[src/rtl/decode_stage_if.sv]
// Handshake and data bundle between fetch/regfile, the decode stage and its consumer.
interface decode_stage_if;
    logic        in_valid;
    logic        in_ready;
    logic [31:0] in_instr;
    logic [31:0] in_pc;
    logic [31:0] in_rs1_data;
    logic [31:0] in_rs2_data;
    logic [4:0]  in_rs1;
    logic [4:0]  in_rs2;
    logic        flush;
    logic        out_valid;
    logic        out_ready;
    logic [5:0]  out_S;
    logic [31:0] out_A;
    logic [31:0] out_B;
    logic [4:0]  out_rd;
    logic        out_wb;
    logic [2:0]  out_kind;
    logic [31:0] out_store_data;
    logic [31:0] out_target;
    logic [31:0] out_link;
    logic        out_illegal;

    modport slave (
        input  in_valid, in_instr, in_pc, in_rs1_data, in_rs2_data, flush, out_ready,
        output in_ready, in_rs1, in_rs2, out_valid, out_S, out_A, out_B, out_rd, out_wb,
               out_kind, out_store_data, out_target, out_link, out_illegal
    );

    modport master (
        output in_valid, in_instr, in_pc, in_rs1_data, in_rs2_data, flush, out_ready,
        input  in_ready, in_rs1, in_rs2, out_valid, out_S, out_A, out_B, out_rd, out_wb,
               out_kind, out_store_data, out_target, out_link, out_illegal
    );
endinterface

[src/rtl/decode_stage.sv]
// RV32I(+optional M) decode stage: combinational decode into a single-entry output register.
module decode_stage #(
    parameter int ENABLE_RV32_M = 0
) (
    input  logic          clk,
    input  logic          rst,
    decode_stage_if.slave bus
);
    localparam logic [2:0] K_ALU    = 3'd0;
    localparam logic [2:0] K_LOAD   = 3'd1;
    localparam logic [2:0] K_STORE  = 3'd2;
    localparam logic [2:0] K_BRANCH = 3'd3;
    localparam logic [2:0] K_JUMP   = 3'd4;
    localparam logic [2:0] K_MULDIV = 3'd5;

    localparam logic [6:0] OPC_OP     = 7'b0110011;
    localparam logic [6:0] OPC_OPIMM  = 7'b0010011;
    localparam logic [6:0] OPC_BRANCH = 7'b1100011;
    localparam logic [6:0] OPC_LOAD   = 7'b0000011;
    localparam logic [6:0] OPC_STORE  = 7'b0100011;
    localparam logic [6:0] OPC_LUI    = 7'b0110111;
    localparam logic [6:0] OPC_AUIPC  = 7'b0010111;
    localparam logic [6:0] OPC_JAL    = 7'b1101111;
    localparam logic [6:0] OPC_JALR   = 7'b1100111;

    logic [31:0] ins;
    logic [6:0]  opc;
    logic [2:0]  f3;
    logic [6:0]  f7;
    logic [4:0]  rd;
    logic [31:0] imm_i, imm_s, imm_b, imm_u, imm_j;

    assign ins   = bus.in_instr;
    assign opc   = ins[6:0];
    assign rd    = ins[11:7];
    assign f3    = ins[14:12];
    assign f7    = ins[31:25];
    assign imm_i = {{20{ins[31]}}, ins[31:20]};
    assign imm_s = {{20{ins[31]}}, ins[31:25], ins[11:7]};
    assign imm_b = {{19{ins[31]}}, ins[31], ins[7], ins[30:25], ins[11:8], 1'b0};
    assign imm_u = {ins[31:12], 12'b0};
    assign imm_j = {{11{ins[31]}}, ins[31], ins[19:12], ins[20], ins[30:21], 1'b0};

    assign bus.in_rs1 = ins[19:15];
    assign bus.in_rs2 = ins[24:20];

    logic [5:0]  d_s;
    logic [31:0] d_a, d_b, d_sd, d_tgt;
    logic [2:0]  d_kind;
    logic        d_wr, d_ill, d_wb;

    always_comb begin
        d_s    = '0;
        d_a    = '0;
        d_b    = '0;
        d_sd   = '0;
        d_tgt  = '0;
        d_kind = K_ALU;
        d_wr   = 1'b0;
        d_ill  = 1'b0;
        case (opc)
            OPC_OP: begin
                d_a = bus.in_rs1_data;
                d_b = bus.in_rs2_data;
                if (f7 == 7'b0000000 || f7 == 7'b0100000) begin
                    d_s   = {f7[5], f3, 1'b0, f3 == 3'b000};
                    d_wr  = 1'b1;
                    // only SUB and SRA carry the alternate-op bit
                    d_ill = f7[5] && !(f3 == 3'b000 || f3 == 3'b101);
                end else if (f7 == 7'b0000001 && ENABLE_RV32_M != 0) begin
                    d_s    = {f3, 3'b000};
                    d_kind = K_MULDIV;
                    d_wr   = 1'b1;
                end else begin
                    d_ill = 1'b1;
                end
            end
            OPC_OPIMM: begin
                d_s   = {f3 == 3'b101 && f7[5], f3, 2'b00};
                d_a   = bus.in_rs1_data;
                d_b   = imm_i;
                d_wr  = 1'b1;
                d_ill = (f3 == 3'b001 && f7 != 7'b0000000) ||
                        (f3 == 3'b101 && f7 != 7'b0000000 && f7 != 7'b0100000);
            end
            OPC_BRANCH: begin
                d_s    = {1'b0, f3, 2'b11};
                d_a    = bus.in_rs1_data;
                d_b    = bus.in_rs2_data;
                d_tgt  = bus.in_pc + imm_b;
                d_kind = K_BRANCH;
                d_ill  = (f3 == 3'b010 || f3 == 3'b011);
            end
            OPC_LOAD: begin
                d_a    = bus.in_rs1_data;
                d_b    = imm_i;
                d_kind = K_LOAD;
                d_wr   = 1'b1;
            end
            OPC_STORE: begin
                d_a    = bus.in_rs1_data;
                d_b    = imm_s;
                d_sd   = bus.in_rs2_data;
                d_kind = K_STORE;
            end
            OPC_LUI: begin
                d_b  = imm_u;
                d_wr = 1'b1;
            end
            OPC_AUIPC: begin
                d_a  = bus.in_pc;
                d_b  = imm_u;
                d_wr = 1'b1;
            end
            OPC_JAL: begin
                d_tgt  = bus.in_pc + imm_j;
                d_kind = K_JUMP;
                d_wr   = 1'b1;
            end
            OPC_JALR: begin
                d_a    = bus.in_rs1_data;
                d_b    = imm_i;
                d_kind = K_JUMP;
                d_wr   = 1'b1;
            end
            default: d_ill = 1'b1;
        endcase
    end

    assign d_wb = d_wr && (rd != 5'd0) && !d_ill;

    logic xfer;
    assign bus.in_ready = !rst && !bus.flush && (!bus.out_valid || bus.out_ready);
    assign xfer         = bus.in_valid && bus.in_ready;

    always_ff @(posedge clk) begin
        if (rst) begin
            bus.out_valid      <= 1'b0;
            bus.out_S          <= '0;
            bus.out_A          <= '0;
            bus.out_B          <= '0;
            bus.out_rd         <= '0;
            bus.out_wb         <= 1'b0;
            bus.out_kind       <= '0;
            bus.out_store_data <= '0;
            bus.out_target     <= '0;
            bus.out_link       <= '0;
            bus.out_illegal    <= 1'b0;
        end else if (bus.flush) begin
            bus.out_valid <= 1'b0;
        end else if (xfer) begin
            bus.out_valid      <= 1'b1;
            bus.out_S          <= d_s;
            bus.out_A          <= d_a;
            bus.out_B          <= d_b;
            bus.out_rd         <= rd;
            bus.out_wb         <= d_wb;
            bus.out_kind       <= d_kind;
            bus.out_store_data <= d_sd;
            bus.out_target     <= d_tgt;
            bus.out_link       <= bus.in_pc + 32'd4;
            bus.out_illegal    <= d_ill;
        end else if (bus.out_ready) begin
            bus.out_valid <= 1'b0;
        end
    end
endmodule

[src/flat_wrapper.sv]
// flat-port wrapper written by rule: the top's interface ports become plain ports
module decode_stage_flat 
#(
    parameter int ENABLE_RV32_M = 0
)
  (clk, rst, bus_in_valid, bus_in_instr, bus_in_pc, bus_in_rs1_data, bus_in_rs2_data, bus_flush, bus_out_ready, bus_in_ready, bus_in_rs1, bus_in_rs2, bus_out_valid, bus_out_S, bus_out_A, bus_out_B, bus_out_rd, bus_out_wb, bus_out_kind, bus_out_store_data, bus_out_target, bus_out_link, bus_out_illegal);
  decode_stage_if bus_i ();
  input  logic clk;
  input  logic rst;
  input wire logic [$bits(bus_i.in_valid)-1:0] bus_in_valid;
  input wire logic [$bits(bus_i.in_instr)-1:0] bus_in_instr;
  input wire logic [$bits(bus_i.in_pc)-1:0] bus_in_pc;
  input wire logic [$bits(bus_i.in_rs1_data)-1:0] bus_in_rs1_data;
  input wire logic [$bits(bus_i.in_rs2_data)-1:0] bus_in_rs2_data;
  input wire logic [$bits(bus_i.flush)-1:0] bus_flush;
  input wire logic [$bits(bus_i.out_ready)-1:0] bus_out_ready;
  output wire logic [$bits(bus_i.in_ready)-1:0] bus_in_ready;
  output wire logic [$bits(bus_i.in_rs1)-1:0] bus_in_rs1;
  output wire logic [$bits(bus_i.in_rs2)-1:0] bus_in_rs2;
  output wire logic [$bits(bus_i.out_valid)-1:0] bus_out_valid;
  output wire logic [$bits(bus_i.out_S)-1:0] bus_out_S;
  output wire logic [$bits(bus_i.out_A)-1:0] bus_out_A;
  output wire logic [$bits(bus_i.out_B)-1:0] bus_out_B;
  output wire logic [$bits(bus_i.out_rd)-1:0] bus_out_rd;
  output wire logic [$bits(bus_i.out_wb)-1:0] bus_out_wb;
  output wire logic [$bits(bus_i.out_kind)-1:0] bus_out_kind;
  output wire logic [$bits(bus_i.out_store_data)-1:0] bus_out_store_data;
  output wire logic [$bits(bus_i.out_target)-1:0] bus_out_target;
  output wire logic [$bits(bus_i.out_link)-1:0] bus_out_link;
  output wire logic [$bits(bus_i.out_illegal)-1:0] bus_out_illegal;
  assign bus_i.in_valid = bus_in_valid;
  assign bus_i.in_instr = bus_in_instr;
  assign bus_i.in_pc = bus_in_pc;
  assign bus_i.in_rs1_data = bus_in_rs1_data;
  assign bus_i.in_rs2_data = bus_in_rs2_data;
  assign bus_i.flush = bus_flush;
  assign bus_i.out_ready = bus_out_ready;
  assign bus_in_ready = bus_i.in_ready;
  assign bus_in_rs1 = bus_i.in_rs1;
  assign bus_in_rs2 = bus_i.in_rs2;
  assign bus_out_valid = bus_i.out_valid;
  assign bus_out_S = bus_i.out_S;
  assign bus_out_A = bus_i.out_A;
  assign bus_out_B = bus_i.out_B;
  assign bus_out_rd = bus_i.out_rd;
  assign bus_out_wb = bus_i.out_wb;
  assign bus_out_kind = bus_i.out_kind;
  assign bus_out_store_data = bus_i.out_store_data;
  assign bus_out_target = bus_i.out_target;
  assign bus_out_link = bus_i.out_link;
  assign bus_out_illegal = bus_i.out_illegal;
  decode_stage #(.ENABLE_RV32_M(ENABLE_RV32_M)) u_core (.clk(clk), .rst(rst), .bus(bus_i));
endmodule
[config.mk]
export PLATFORM = sky130hd
export DESIGN_NAME = decode_stage_flat
export DESIGN_NICKNAME = d
export VERILOG_FILES = /design/src/rtl/decode_stage_if.sv /design/src/rtl/decode_stage.sv /design/src/flat_wrapper.sv
export SDC_FILE = /design/constraint.sdc
export NUM_CORES = 1
export LEC_CHECK = 0
export ABC_AREA = 1
export BUFFER_PORTS_ARGS = -buffer_cell sky130_fd_sc_hd__buf_2
export CORE_ASPECT_RATIO = 0.75
export CORE_MARGIN = 2
export CORE_UTILIZATION = 47
export DETAILED_ROUTE_END_ITERATION = 16
export PLACE_DENSITY = 0.85
export SLEW_MARGIN = 20
export SYNTH_ARGS = -nofsm -noshare
export SYNTH_HDL_FRONTEND = slang
export SYNTH_SLANG_ARGS = --single-unit
[constraint.sdc]
create_clock -name clk -period 2.9 [get_ports clk]
set_input_delay 0.58 -clock clk [delete_from_list [all_inputs] [get_ports clk]]
set_output_delay 0.58 -clock clk [all_outputs]
set_load 0.03 [all_outputs]
# == After elaboration in Yosys (flattened, before gate mapping) ==
# Index checks and enable logic that the tools add are counted.
# classes
n_addsub,3
multipliers,0
div_mod_pow,0
order_cmp,0
n_eq_ne,15
shifts,0
mux,13
bitwise,1
reduce_logical,34
# op_table
op,count
$pmux 32 s2,2
$pmux 32 s4,1
$add 32x32->32,2
$add 32x3->32 const B,1
$mux 32,1
$eq 7x6->1 const B,4
$eq 7x7->1 const B,3
$pmux 6 s3,1
$reduce_or 6->1,3
$eq 7x5->1 const B,2
$pmux 3 s4,1
$logic_and 1x1->1,10
$reduce_or 2->1,4
$eq 7x2->1 const B,1
$logic_not 7->1,1
$ne 7x6->1 const B,1
$reduce_bool 7->1,1
$eq 3x2->1 const B,2
$mux 6,1
$logic_not 1->1,5
$logic_or 1x1->1,5
$reduce_bool 5->1,1
$mux 1,4
$pmux 1 s4,1
other kinds (8),8
# totals
regBits,177
latch_bits,0
ram_bits,0
mem_bits_ro,0
n_memories,0

# == Longest topological paths before layout ==
# depth
ltp_word,8
mapped_depth,21
ltp_nobuf,20

# == Worst setup path after synthesis ==
# No wires, ideal clock.
# synth_timing
path_type,input to register
start,in bus_in_instr[1]
end,reg u_core.bus.out_target[15] (netlist bit)
setup_time_ns,0.132
arrival_time_ns,2.656
required_ns,2.768
slack_ns,0.112
path_stages,18
n_path_buf,1
path_cell_list,nand2_1 > nor2_1 > nand3_2 > inv_2 > or2_2 > clkbuf_1 > o21ai_0 > inv_1 > ha_1 > nand2_1 > inv_1 > nand2_1 > inv_1 > a21oi_1 > nand2_1 > or2_2 > nand3_1 > a21oi_1
# synth_between
elab_chain_len,2
word_cells_on_any_way,3
cone_classes,eq/ne (2); mux (1)
# synth_lines
item,line,source
from (decl),flat_wrapper.sv:11,input wire logic [$bits(bus_i.in_instr)-1:0] bus_in_instr;
$eq 7x7->1,decode_stage.sv:61,case (opc)
$pmux 32 s2 (*),decode_stage.sv:61,
to (signal assigned),decode_stage.sv:160,bus.out_target <= d_tgt;
to (decl),decode_stage_if.sv:28,"out_kind, out_store_data, out_target, out_link, out_illegal"
# Mark *: on every way between the ends. The rest lies on a longest branch, timed or not.
# A chain may end at the register's enable or synchronous reset.

# == Worst setup path after layout ==
# layout_timing
start,in bus_in_instr[4]
end,reg u_core.bus.out_target[17] (netlist bit)
# Same word-level chain as after synthesis.

==> impl_metrics.ini <==
[timing]
timing.final.crit_share_pct = 94.4
worst_pin_slew_ps = 928
max_slew_margin_pct = 38.1
fmax_mhz = 365
finalWorstSetupSlack_ps = 164
finalSetupViolCount = 0
hold_viol_final = 0
drv_slew = 0
hold_slack_ps = 383
rsz0062_at_grt = no
period_minus_slack_ps = 2740
finClkSkew_ps = 14.1

[floorplan]
io-pin-count = 321
start_util_pct = 47.8
placement_rows = 47
die_area_um2 = 23600
dieHeight_um = 134
coreArea_um2 = 22100
die_w_um = 177

[route]
routedWlPerCell_um = 17.9
first_iter_violations = 1659
viasPerCell = 5.43
drc = 0
vias = 12500
wirelength_mm = 41.1
ant_nets = 0
drtPass1Iterations = 8

[clock_tree]
cts_setup_buffers = 0
cts_tree = done
clk_pin_slew_worst_paths_ps = 80
clk_latency_ps = 450
cts.path.max_buffers = 2
numCtsBuffers = 17
clkSinkCount = 177
htreeDepth = 4
hold_buffers = 0
cts-root-buf = clkbuf_16

[finish]
nFillCells = 2102
nets = 2155
mostFrequentLayoutCells = 583 x nand2_1, 320 x buf_2, 177 x dfxtp_1, 165 x inv_1, 137 x a21oi_1
multi_input_area_um2 = 5890
ff_latch_area_um2 = 3540
drive_gt1_share_pct = 24.2
area_growth_pct = 26.4
stdcell_count = 2294
finalInstanceArea_um2 = 13300
diodes = 0
layout_commonest_cell = nand2_1

[synth]
synth_nets = 1825
ys_warn_count = 0
seq_area_frac_synth_pct = 33.6
synthFlopType = dfxtp_1
synth_edf_count = 0
synth_area_um2 = 10500
ys_seq_elements = 177
netlist_instances = 1657
ys_types = 43
async_reset_ff_share_pct = 0
syn_area_per_cell_um2 = 6.36

[place]
pre_cts_ws_ps = -285
dp.cells = 2262
dp_hpwl_mm = 31.9
io_buffers = 320
place_congestion = 1.02
place_area_um2 = 12700

[setup_path]
critPathArrivalTime_ps = 3100
endpoint_kind = register
critPathBufInv = 6
cpLargestDelayFamily = simple AND/OR/NAND/NOR gates
regToRegEndpoint = u_core.bus.out_A[15]$_SDFFE_PP0P_
crit_chain = buf_2 > inv_2 > nand2_1 > nor2_2 > nand3_2 > inv_2 > or2_2 > o21ai_0 > inv_1 > ha_1 > nand2_1 > inv_1 > a21oi_1 > buf_4 > o21bai_1 > o21ai_0 > nand3_1 > a21oi_1
cpPeakStageDelay_ps = 340
r2r_start = u_core.bus.out_valid$_SDFFE_PP0P_
ff2ff_setup_slack_ps = 1040
ff2ff_path_depth = 8
startpoint_type = input pin
worstPathRequired_ps = 3260
worstSetupPathType = input pin to register
slowest_stage = or2_2
cp_max_fo = 8

[hold_path]
min_to = u_core.bus.out_store_data[11]$_SDFFE_PP0P_
worstHoldStart = bus_in_rs2_data[11]
hold_path.class = input pin to register
worstHoldPathCells = 3

[run]
drv_cap = 0

[global_routing]
grt_first_pass_wirelength_mm = 61.7
grt-ovfl-total = 0
grt_pass1_vias = 11100
grt_usage_pct = 33.7
antenna_found_initial = 1
grt_max_degree = 85

[outcome]
run_status = completed

[power_and_ir_drop]
ir_drop_v = 0.000373
p_per_area_nw_per_um2 = 476
leakage_nw = 6.76
[routing by layer]
layer / global-route usage (%) / share of wire [%]
met4: 9.09 / 2.2
met1: 49.8 / 44
met2: 46.9 / 40
met5: 0 / 0.044
met3: 10.2 / 13
[worst min-delay path, stage by stage]
cell     delay (ps)
buf_2           110
nand2_1          50
a21oi_1          50
[final cells by class]
class / instances / area share (%)
Clock buffer: 17 / 3.19
Clock inverter: 15 / 1.50
Inverter: 176 / 5.00
Multi-Input combinational cell: 1217 / 44.2
Sequential cell: 177 / 26.6
Tap cell: 294 / 2.76
Timing Repair Buffer: 398 / 16.7
[power by group]
part / internal, W / switching [W] / total, W
Clock: 0.00126 / 0.00121 / 0.00247
Sequential: 0.00250 / 0.0000363 / 0.00254
Combinational: 0.000438 / 0.000900 / 0.00134
[per-stage QoR]
step | utilization [%] | setup TNS, ps | total power (W)
floorplan | - | 0 | 0.00334
global placement | 57.5 | -2720 | 0.00388
detailed placement | 57.5 | -3050 | 0.00389
CTS | 60.3 | 0 | 0.00632
global route | 60.4 | 0 | 0.00656
finish | 60.4 | 0 | 0.00635
[worst max-delay path by stage]
stage	start	endpoint	slack, ps	cells past startpoint
after floorplan	bus_in_instr[1]	u_core.bus.out_target[15]$_SDFFE_PP0P_	110	18
after global placement	bus_in_instr[4]	u_core.bus.out_target[14]$_SDFFE_PP0P_	-280	19
after detailed placement	bus_in_instr[4]	u_core.bus.out_target[14]$_SDFFE_PP0P_	-280	19
after CTS	bus_in_instr[4]	u_core.bus.out_target[14]$_SDFFE_PP0P_	170	19
after global routing	bus_in_instr[4]	u_core.bus.out_target[29]$_SDFFE_PP0P_	3	20
final	bus_in_instr[4]	u_core.bus.out_target[17]$_SDFFE_PP0P_	160	18
[logic make-up (layout without fill, tap and decap cells)]
| logic type | count (synthesis) | in the layout | share of synthesized area (%) |
|---|---|---|---|
| AOI/OAI and AO/OA | 309 | 309 | 15.9 |
| xor gates and xnor gates | 16 | 16 | 1.33 |
| adders and majority gates | 35 | 35 | 4.23 |
| buffers and inverters | 263 | 606 | 10.7 |
| DFF | 177 | 177 | 33.6 |
| and+or+nand+nor | 857 | 857 | 34.3 |
[registers in the layout (all words and copies together) (netlist names)]
name,cells
u_core.bus.out_A,32
u_core.bus.out_B,32
u_core.bus.out_S,6
u_core.bus.out_illegal,1
u_core.bus.out_kind,3
u_core.bus.out_link,32
u_core.bus.out_rd,5
u_core.bus.out_store_data,32
u_core.bus.out_target,32
u_core.bus.out_valid,1
u_core.bus.out_wb,1
[synth_stat cells (2+ instances only)]
library cell	n	area [um^2]
and2_1	2	12.5
buf_4	23	173
o21a_1	6	45.0
o211ai_1	11	82.6
a31oi_1	34	213
o21bai_1	7	52.6
or2_0	3	18.8
nor2_2	4	25.0
inv_2	9	33.8
nor3_2	4	40.0
nor3_1	14	70.1
nor2_4	4	45.0
nand4_1	20	125
buf_1	2	7.51
o21ai_0	104	521
a22oi_1	2	15.0
nand3_1	110	551
nand3b_1	5	37.5
ha_1	34	425
nor3_4	2	32.5
xor2_1	12	105
nor2_1	80	300
buf_6	2	22.5
o21ai_1	2	10.0
dfxtp_1	177	3540
nand3_2	2	20.0
a21oi_1	138	691
nand2_2	2	12.5
or2_2	18	113
xnor2_1	4	35.0
clkbuf_1	32	120
nand2_1	585	2200
buf_2	28	140
inv_1	166	623
[timing repair]
action	4_1_cts	5_1_grt
endpoints found under the hold margin	0	0
setup endpoints to repair	0	7
gates resized for setup	0	6
(Power assumes the default switching activity.)
